===== src/rtl/wb_interconnect.sv =====
// Single-master to N-slave Wishbone classic interconnect with base/mask decode,
// registered strobes and responses. Define WBIC_TIMEOUT_EN to add a response timeout.
module wb_interconnect #(
  parameter int unsigned NUM_SLAVES     = 3,
  parameter int unsigned ADDR_WIDTH     = 32,
  parameter int unsigned DATA_WIDTH     = 32,
  parameter logic [NUM_SLAVES*ADDR_WIDTH-1:0] SLAVE_BASE =
    {32'hFFFF4000, 32'hFFFF0000, 32'h00000000},
  parameter logic [NUM_SLAVES*ADDR_WIDTH-1:0] SLAVE_MASK =
    {32'hFFFFC000, 32'hFFFFFFFF, 32'hFFFF0000},
  parameter int unsigned TIMEOUT_CYCLES = 255
) (
  input  logic                             I_clk,
  input  logic                             I_rst,
  input  logic                             M_CYC_I,
  input  logic                             M_STB_I,
  input  logic                             M_WE_I,
  input  logic [ADDR_WIDTH-1:0]            M_ADR_I,
  input  logic [DATA_WIDTH-1:0]            M_DAT_I,
  input  logic [DATA_WIDTH/8-1:0]          M_SEL_I,
  output logic [DATA_WIDTH-1:0]            M_DAT_O,
  output logic                             M_ACK_O,
  output logic                             M_ERR_O,
  output logic [NUM_SLAVES-1:0]            S_STB_O,
  output logic                             S_WE_O,
  output logic [ADDR_WIDTH-1:0]            S_ADR_O,
  output logic [DATA_WIDTH-1:0]            S_DAT_O,
  output logic [DATA_WIDTH/8-1:0]          S_SEL_O,
  input  logic [NUM_SLAVES*DATA_WIDTH-1:0] S_DAT_I,
  input  logic [NUM_SLAVES-1:0]            S_ACK_I,
  input  logic [NUM_SLAVES-1:0]            S_ERR_I
);

  localparam int unsigned SEL_WIDTH = DATA_WIDTH / 8;
  localparam int unsigned IDX_WIDTH = (NUM_SLAVES > 1) ? $clog2(NUM_SLAVES) : 1;

  typedef enum logic [1:0] {IDLE, ACTIVE, RESP} state_t;

  state_t                  state, state_d;
  logic [IDX_WIDTH-1:0]    idx_q, idx_d;
  logic [NUM_SLAVES-1:0]   stb_d;
  logic                    we_d;
  logic [ADDR_WIDTH-1:0]   adr_d;
  logic [DATA_WIDTH-1:0]   dat_d;
  logic [SEL_WIDTH-1:0]    sel_d;
  logic [DATA_WIDTH-1:0]   mdat_d;
  logic                    ack_d;
  logic                    err_d;

  logic                    hit;
  logic [IDX_WIDTH-1:0]    hit_idx;
  logic                    slv_ack;
  logic                    slv_err;
  logic [DATA_WIDTH-1:0]   slv_dat;

`ifdef WBIC_TIMEOUT_EN
  localparam int unsigned CNT_WIDTH = $clog2(TIMEOUT_CYCLES + 1);
  logic [CNT_WIDTH-1:0]    cnt_q, cnt_d;
`endif

  // Address decode; scanning downwards leaves the lowest matching index.
  always_comb begin
    hit     = 1'b0;
    hit_idx = '0;
    for (int i = int'(NUM_SLAVES) - 1; i >= 0; i--) begin
      if ((M_ADR_I & SLAVE_MASK[i*ADDR_WIDTH +: ADDR_WIDTH]) ==
          (SLAVE_BASE[i*ADDR_WIDTH +: ADDR_WIDTH] & SLAVE_MASK[i*ADDR_WIDTH +: ADDR_WIDTH])) begin
        hit     = 1'b1;
        hit_idx = IDX_WIDTH'(i);
      end
    end
  end

  // Only the addressed slave's response is visible.
  always_comb begin
    slv_ack = S_ACK_I[idx_q];
    slv_err = S_ERR_I[idx_q];
    slv_dat = S_DAT_I[32'(idx_q)*DATA_WIDTH +: DATA_WIDTH];
  end

  always_comb begin
    state_d = state;
    idx_d   = idx_q;
    stb_d   = S_STB_O;
    we_d    = S_WE_O;
    adr_d   = S_ADR_O;
    dat_d   = S_DAT_O;
    sel_d   = S_SEL_O;
    mdat_d  = M_DAT_O;
    ack_d   = 1'b0;
    err_d   = 1'b0;
`ifdef WBIC_TIMEOUT_EN
    cnt_d   = cnt_q;
`endif
    case (state)
      IDLE: begin
        if (M_CYC_I && M_STB_I) begin
          we_d  = M_WE_I;
          adr_d = M_ADR_I;
          dat_d = M_DAT_I;
          sel_d = M_SEL_I;
          if (hit) begin
            state_d        = ACTIVE;
            idx_d          = hit_idx;
            stb_d          = '0;
            stb_d[hit_idx] = 1'b1;
          end else begin
            state_d = RESP;
            err_d   = 1'b1;
          end
        end
      end
      ACTIVE: begin
`ifdef WBIC_TIMEOUT_EN
        cnt_d = cnt_q + CNT_WIDTH'(1);
`endif
        if (!M_CYC_I) begin
          state_d = IDLE;
          stb_d   = '0;
`ifdef WBIC_TIMEOUT_EN
          cnt_d   = '0;
`endif
        end else if (slv_err) begin
          state_d = RESP;
          stb_d   = '0;
          err_d   = 1'b1;
`ifdef WBIC_TIMEOUT_EN
          cnt_d   = '0;
`endif
        end else if (slv_ack) begin
          state_d = RESP;
          stb_d   = '0;
          ack_d   = 1'b1;
          if (!S_WE_O) mdat_d = slv_dat;
`ifdef WBIC_TIMEOUT_EN
          cnt_d   = '0;
`endif
        end
`ifdef WBIC_TIMEOUT_EN
        else if (cnt_q == CNT_WIDTH'(TIMEOUT_CYCLES - 1)) begin
          state_d = RESP;
          stb_d   = '0;
          err_d   = 1'b1;
          cnt_d   = '0;
        end
`endif
      end
      RESP:    state_d = IDLE;
      default: state_d = IDLE;
    endcase
  end

  always_ff @(posedge I_clk or negedge I_rst) begin
    if (!I_rst) begin
      state   <= IDLE;
      idx_q   <= '0;
      S_STB_O <= '0;
      S_WE_O  <= 1'b0;
      S_ADR_O <= '0;
      S_DAT_O <= '0;
      S_SEL_O <= '0;
      M_DAT_O <= '0;
      M_ACK_O <= 1'b0;
      M_ERR_O <= 1'b0;
    end else begin
      state   <= state_d;
      idx_q   <= idx_d;
      S_STB_O <= stb_d;
      S_WE_O  <= we_d;
      S_ADR_O <= adr_d;
      S_DAT_O <= dat_d;
      S_SEL_O <= sel_d;
      M_DAT_O <= mdat_d;
      M_ACK_O <= ack_d;
      M_ERR_O <= err_d;
    end
  end

`ifdef WBIC_TIMEOUT_EN
  always_ff @(posedge I_clk or negedge I_rst) begin
    if (!I_rst) cnt_q <= '0;
    else        cnt_q <= cnt_d;
  end
`endif

endmodule


===== config.mk =====
export PLATFORM = sky130hd
export DESIGN_NAME = wb_interconnect
export DESIGN_NICKNAME = d
export VERILOG_FILES = /design/src/rtl/wb_interconnect.sv
export SDC_FILE = /design/constraint.sdc
export NUM_CORES = 1
export LEC_CHECK = 0
export ABC_CLOCK_PERIOD_IN_PS = 4400
export CORE_UTILIZATION = 25
export DETAILED_ROUTE_END_ITERATION = 12
export HOLD_SLACK_MARGIN = 0.08
export SYNTH_ARGS = -nofsm -noshare
export SYNTH_HDL_FRONTEND = slang
export SYNTH_SLANG_ARGS = --single-unit

===== constraint.sdc =====
create_clock -name I_clk -period 4.4 [get_ports I_clk]
set_input_delay 0.88 -clock I_clk [delete_from_list [all_inputs] [get_ports I_clk]]
set_output_delay 0.88 -clock I_clk [all_outputs]
set_load 0.005 [all_outputs]

==> metrics.yaml, run 1 <==
drcViolationCount: 0
antenna_found_initial: 0
grt_max_degree: 87
dr_total_vias: 4265
maxCapViolCount: 0
ys.flop_type: "dfrtp_1"
cts_setup_buffers: 0
outcome: "finished clean"
r2r_cells: 8
ctsResizeCount: 0
tns_ns: 0
clockRootBuffer: "clkbuf_16"
min_period_over_period_pct: 65.5
ys_top_cells_by_area: "dfrtp_1 56%, mux2_2 17%, a21oi_1 6.7%"
seq_area_frac_synth_pct: 56.2
start_util_pct: 25.8
die_w_um: 142
drive_above_1_share_pct: 14.5
netlist_area_um2: 4900
pwr-share-seq_pct: 45.2
hold_buffers: 0
synth_edf_count: 0
clk_pin_slew_worst_paths_ns: 0.07
r2r_slack_ns: 1.67
rr_endpoint: "M_DAT_O[24]$_DFFE_PN0P_"
crit_type: "in2reg"
finalClockSkew_ns: 0.00816
wl_per_cell_um: 16.2
yosys.cell_count.top_type: "dfrtp_1"
h-tree-depth: 3
crit_path_end_kind: "flop"
rsz0062_at_grt: "false"
hold_viol: 0
wirelength_um: 15400
power_mw: 2.63
yosysWarnings: 0
fp.dieH_um: 142
synth_top_cells_by_count: "110 x dfrtp_1, 72 x mux2_2, 66 x a21oi_1"
grt_pass1_vias: 4449
area_growth_pct: 69.5
insertion_delay_ns: 0.35
hp-class: "reg2reg"
drtIter0Drc: 78
routabilityCongestion: 0.781
design.core.area_um2: 19000
min_delay_path_depth: 1
avgSynthCellArea_um2: 11.8
synth.distinct_cells: 32
p_switching_mw: 0.625
rows: 50
cp.required_ns: 4.63
netlist.area_leader.share_pct: 56.2
track_usage_pct: 15.1
vdd_drop_max_v: 0.000170
worstReg2RegStart: "idx_q[0]$_DFFE_PN0P_"
cts_buffer_depth: 2
ys_ff_latch: 110
die_area_um2: 20200
crit_path_start_kind: "primary input"
synth.net_count: 591
clkPwrFrac_pct: 31.5
dp_hpwl_um: 11800
p_per_area_nw_per_um2: 316
cts_buffers: 9
setup_violations: 0
dpl-instance-area_um2: 8010
min_to: "idx_q[0]$_DFFE_PN0P_"
ys_async_sr_fraction_pct: 100
fin_nets: 865
leakagePower_nw: 3.31
globalRouteOverflowTotal: 0
p_int_mw: 2.00
io_pins: 281
fmax_mhz: 347
diodes: 0
report.final.slew_viol_count: 0
cts_tree: "built"
grt_first_pass_wirelength_um: 23400
critPathArrivalTime_ns: 3.12
io_buffers: 280
synth_largest_area_cell: "dfrtp_1"
syn_inst: 416
drt_pass1_iterations: 4
hp-start: "idx_q[0]$_DFFE_PN0P_"
critPathMaxFanout: 4
switching_share_pct: 23.8
routed_via_density: 4.47
comb_power_share_pct: 23.3
antenna_left: 0
slew_headroom_pct: 26.9
fin_area_um2: 8310
worst_pin_slew_ns: 1.10
cts_sinks: 110
min_period_ns: 2.88
## stage by stage
stage,setup WS [ns],std cells,utilization [%],hold slack [ns]
2_1_floorplan,2.10,416,-,0.456
3_3_place_gp,1.21,939,42.2,0.479
3_5_place_dp,1.09,939,42.2,0.477
4_1_cts,1.47,955,43.8,0.498
5_1_grt,1.37,955,43.8,0.522
6_report,1.52,955,43.8,0.496
## registers in the layout, summed over array words and instances (netlist names)
| signal | cells |
|---|---|
| M_ERR_O | 1 |
| S_STB_O | 3 |
| S_WE_O | 1 |
| M_DAT_O | 32 |
| idx_q | 2 |
| S_ADR_O | 32 |
| S_DAT_O | 32 |
| S_SEL_O | 4 |
| M_ACK_O | 1 |
| state | 2 |
## kinds of logic (layout without fill, tap and decap cells)
logic type | after synthesis | after routing | synth area share, %
buf+inv | 29 | 308 | 2.63
mux | 105 | 105 | 23.3
compound gates | 78 | 78 | 8.78
flops | 110 | 110 | 56.2
simple gates | 94 | 94 | 9.09
## layer usage
| layer | part of all wire, % | global-route usage [%] | vias up | wire length, um |
|---|---|---|---|---|
| li1 | - | - | 2029 | - |
| met1 | 40 | 16.7 | 2030 | 6120 |
| met2 | 48 | 26.1 | 193 | 7380 |
| met3 | 11 | 5.92 | 13 | 1720 |
| met4 | 1.5 | 5.49 | 0 | 227 |
| met5 | 0 | 0 | - | 0 |
## power by group through the flow
stage          Combinational [mW]  Clock [mW]  Sequential [mW]
2_1_floorplan               0.149           0             1.21
3_3_place_gp                0.613           0             1.20
3_5_place_dp                0.620           0             1.21
4_1_cts                     0.623       0.863             1.19
5_1_grt                     0.654       0.901             1.20
6_report                    0.612       0.826             1.19
## cell usage in the layout (no fill, tap or decap), types with 2 or more instances in the layout
cell             count
clkdlybuf4s50_1    279
dfrtp_1            109
mux2_2              72
a21oi_1             66
nor2_1              63
mux2i_1             32
clkbuf_16            9
buf_4                9
nor4_1               7
nand2_1              5
nand4_1              5
inv_1                3
o2bb2ai_1            3
clkinvlp_4           3
nor3_1               2
a41o_1               2
and3_1               2
nor3b_1              2
## worst max-delay path by stage
stage,slack (ns),endpoint,cells after the start,from
after floorplan,2.10,S_STB_O[0]$_DFFE_PN0P_,5,M_ADR_I[2]
after global placement,1.21,S_STB_O[1]$_DFFE_PN0P_,6,M_ADR_I[6]
after detailed placement,1.09,S_STB_O[1]$_DFFE_PN0P_,6,M_ADR_I[9]
after CTS,1.47,S_STB_O[1]$_DFFE_PN0P_,6,M_ADR_I[9]
after global routing,1.37,M_DAT_O[15]$_DFFE_PN0P_,8,idx_q[0]$_DFFE_PN0P_
final,1.52,S_STB_O[1]$_DFFE_PN0P_,6,M_ADR_I[6]
## critical path, stage by stage
cell and delay [ns]:
clkdlybuf4s50_1 0.42, nor4_1 0.60, a41o_1 0.35, a41oi_1 0.20, a211o_1 0.39, mux2_2 0.28
## cell type report
| cell class | instances | area [um^2] |
|---|---|---|
| repair buffers | 289 | 2880 |
| multi-input cells | 277 | 2040 |
| well taps | 260 | 325 |
| inverters | 3 | 11.3 |
| flip-flops and latches | 110 | 2750 |
| clock buffers | 10 | 229 |
| clock inverters | 6 | 70.1 |
| fillers | 1816 | 10700 |
Power figures use the tool's default switching activity.
==> run 2, diff against run 1 <==
- ABC_CLOCK_PERIOD_IN_PS: 4400 -> 2300
- clock period: 4.4 -> 2.3 ns (I/O delays scaled with it)
==> metrics.yaml, run 2 (synthesized netlist as in run 1, its figures left out) <==
io_buffers: 280
path_delay_family: "compound AO/OA/AOI/OAI gates"
fp.dieH_um: 142
maxCapViolCount: 0
dpl-instance-area_um2: 8170
gr-usage-met3_pct: 5.59
crit_type: "in2reg"
track_usage_pct: 15.1
wl_per_cell_um: 15.6
antenna_left: 0
grt_pass1_vias: 4607
critPathBufInv: 1
wirelength_um: 15100
report.final.slew_viol_count: 0
dp.cells: 952
power_mw: 5.10
insertion_delay_ns: 0.35
critPathMaxFanout: 3
cts_buffer_depth: 2
fmax_mhz: 460
cts_tree: "built"
drtIter0Drc: 101
r2r_slack_ns: 0.32
outcome: "finished clean"
hold_viol: 0
most-common-layout-cells: "279 x clkdlybuf4s50_1, 109 x dfrtp_1, 72 x mux2_2"
critPathArrivalTime_ns: 2.41
leakagePower_nw: 3.41
cts_sinks: 110
setup_violations: 0
die_area_um2: 20200
die_w_um: 142
crit_path_start_kind: "primary input"
rows: 50
rsz0062_at_grt: "false"
min_period_ns: 2.17
fin_cells: 969
drive_above_1_share_pct: 16.4
drcViolationCount: 0
crit_path_end_kind: "flop"
dr_total_vias: 4317
min_period_over_period_pct: 94.4
cts_setup_buffers: 0
hold_slack_ns: 0.473
final_common_cell: "clkdlybuf4s50_1"
vdd_drop_max_v: 0.000315
grt_max_degree: 68
antenna_found_initial: 0
grtUsageMet2_pct: 25.4
fin_area_um2: 8500
dp_hpwl_um: 11900
use_met1_pct: 17.2
routed_via_density: 4.46
cp.required_ns: 2.53
globalRouteOverflowTotal: 0
rr_endpoint: "M_DAT_O[6]$_DFFE_PN0P_"
worstReg2RegStart: "idx_q[1]$_DFFE_PN0P_"
finalClockSkew_ns: 0.00798
cts_buffers: 9
crit_slowest_cell: "clkdlybuf4s50_1"
fin_nets: 879
design.core.area_um2: 19000
post-route-util_pct: 44.8
clk_pin_slew_worst_paths_ns: 0.08
grt_first_pass_wirelength_um: 23500
start_util_pct: 25.8
diodes: 0
io_pins: 281
p_per_area_nw_per_um2: 601
clockRootBuffer: "clkbuf_16"
reg.largest.list: "M_DAT_O: 32 flops, S_ADR_O: 32 flops, S_DAT_O: 32 flops"
routabilityCongestion: 0.763
h-tree-depth: 3
critPathMaxStageDelay_ns: 0.42
drt_pass1_iterations: 6
crit_chain: "clkdlybuf4s50_1 -> nor4_1 -> a41o_1 -> a41oi_1 -> a211o_1 -> mux2_2"
grt.busiest_layer: "met2"
hp-class: "in2async"
r2r_cells: 7
worst_pin_slew_ns: 0.566
slew_headroom_pct: 62.3
area_growth_pct: 73.4
[run 2: how the worst max path moves through the flow]
stage,cells past startpoint,end,slack (ns),startpoint
global route,7,S_STB_O[1]$_DFFE_PN0P_,0.04,M_ADR_I[0]
detailed placement,7,S_STB_O[1]$_DFFE_PN0P_,-0.30,M_ADR_I[0]
floorplan,6,S_STB_O[0]$_DFFE_PN0P_,0.35,idx_q[1]$_DFFE_PN0P_
CTS,7,S_STB_O[1]$_DFFE_PN0P_,0.07,M_ADR_I[0]
global placement,7,S_STB_O[1]$_DFFE_PN0P_,-0.25,M_ADR_I[6]
finish,6,S_STB_O[1]$_DFFE_PN0P_,0.13,M_ADR_I[2]
[run 2: final cells by class]
| class | instances | area [um^2] |
|---|---|---|
| clock buffer | 10 | 239 |
| tap | 260 | 325 |
| sequential | 110 | 2750 |
| timing repair buffer | 303 | 3050 |
| multi-input combinational | 277 | 2040 |
| inverter | 3 | 11.3 |
| fill | 1808 | 10500 |
| clock inverter | 6 | 75.1 |
[run 2: where the power goes]
part | internal, mW | switching (mW) | total [mW]
Sequential | 2.15 | 0.116 | 2.27
Combinational | 0.845 | 0.348 | 1.19
Clock | 0.893 | 0.749 | 1.64
Total | 3.89 | 1.21 | 5.10
[run 2: repair_timing]
item | 4_1_cts | 5_1_grt
gates resized for setup | 0 | 1
setup endpoints to repair | 0 | 1
hold endpoints to repair | 1 | 0
hold buffers | 1 | 0
[run 2: routing by layer]
metal  vias up  routed length [um]
met5         -                   0
met4         0                 280
met3        17                1660
met2       192                7160
met1      2043                6040
li1       2065                   -
[run 2: through the flow]
step,setup slack (ns),TNS (ns)
6_report,0.128,0
5_1_grt,0.0367,0
4_1_cts,0.0729,0
3_5_place_dp,-0.298,-3.09
3_3_place_gp,-0.248,-1.53
2_1_floorplan,0.351,0
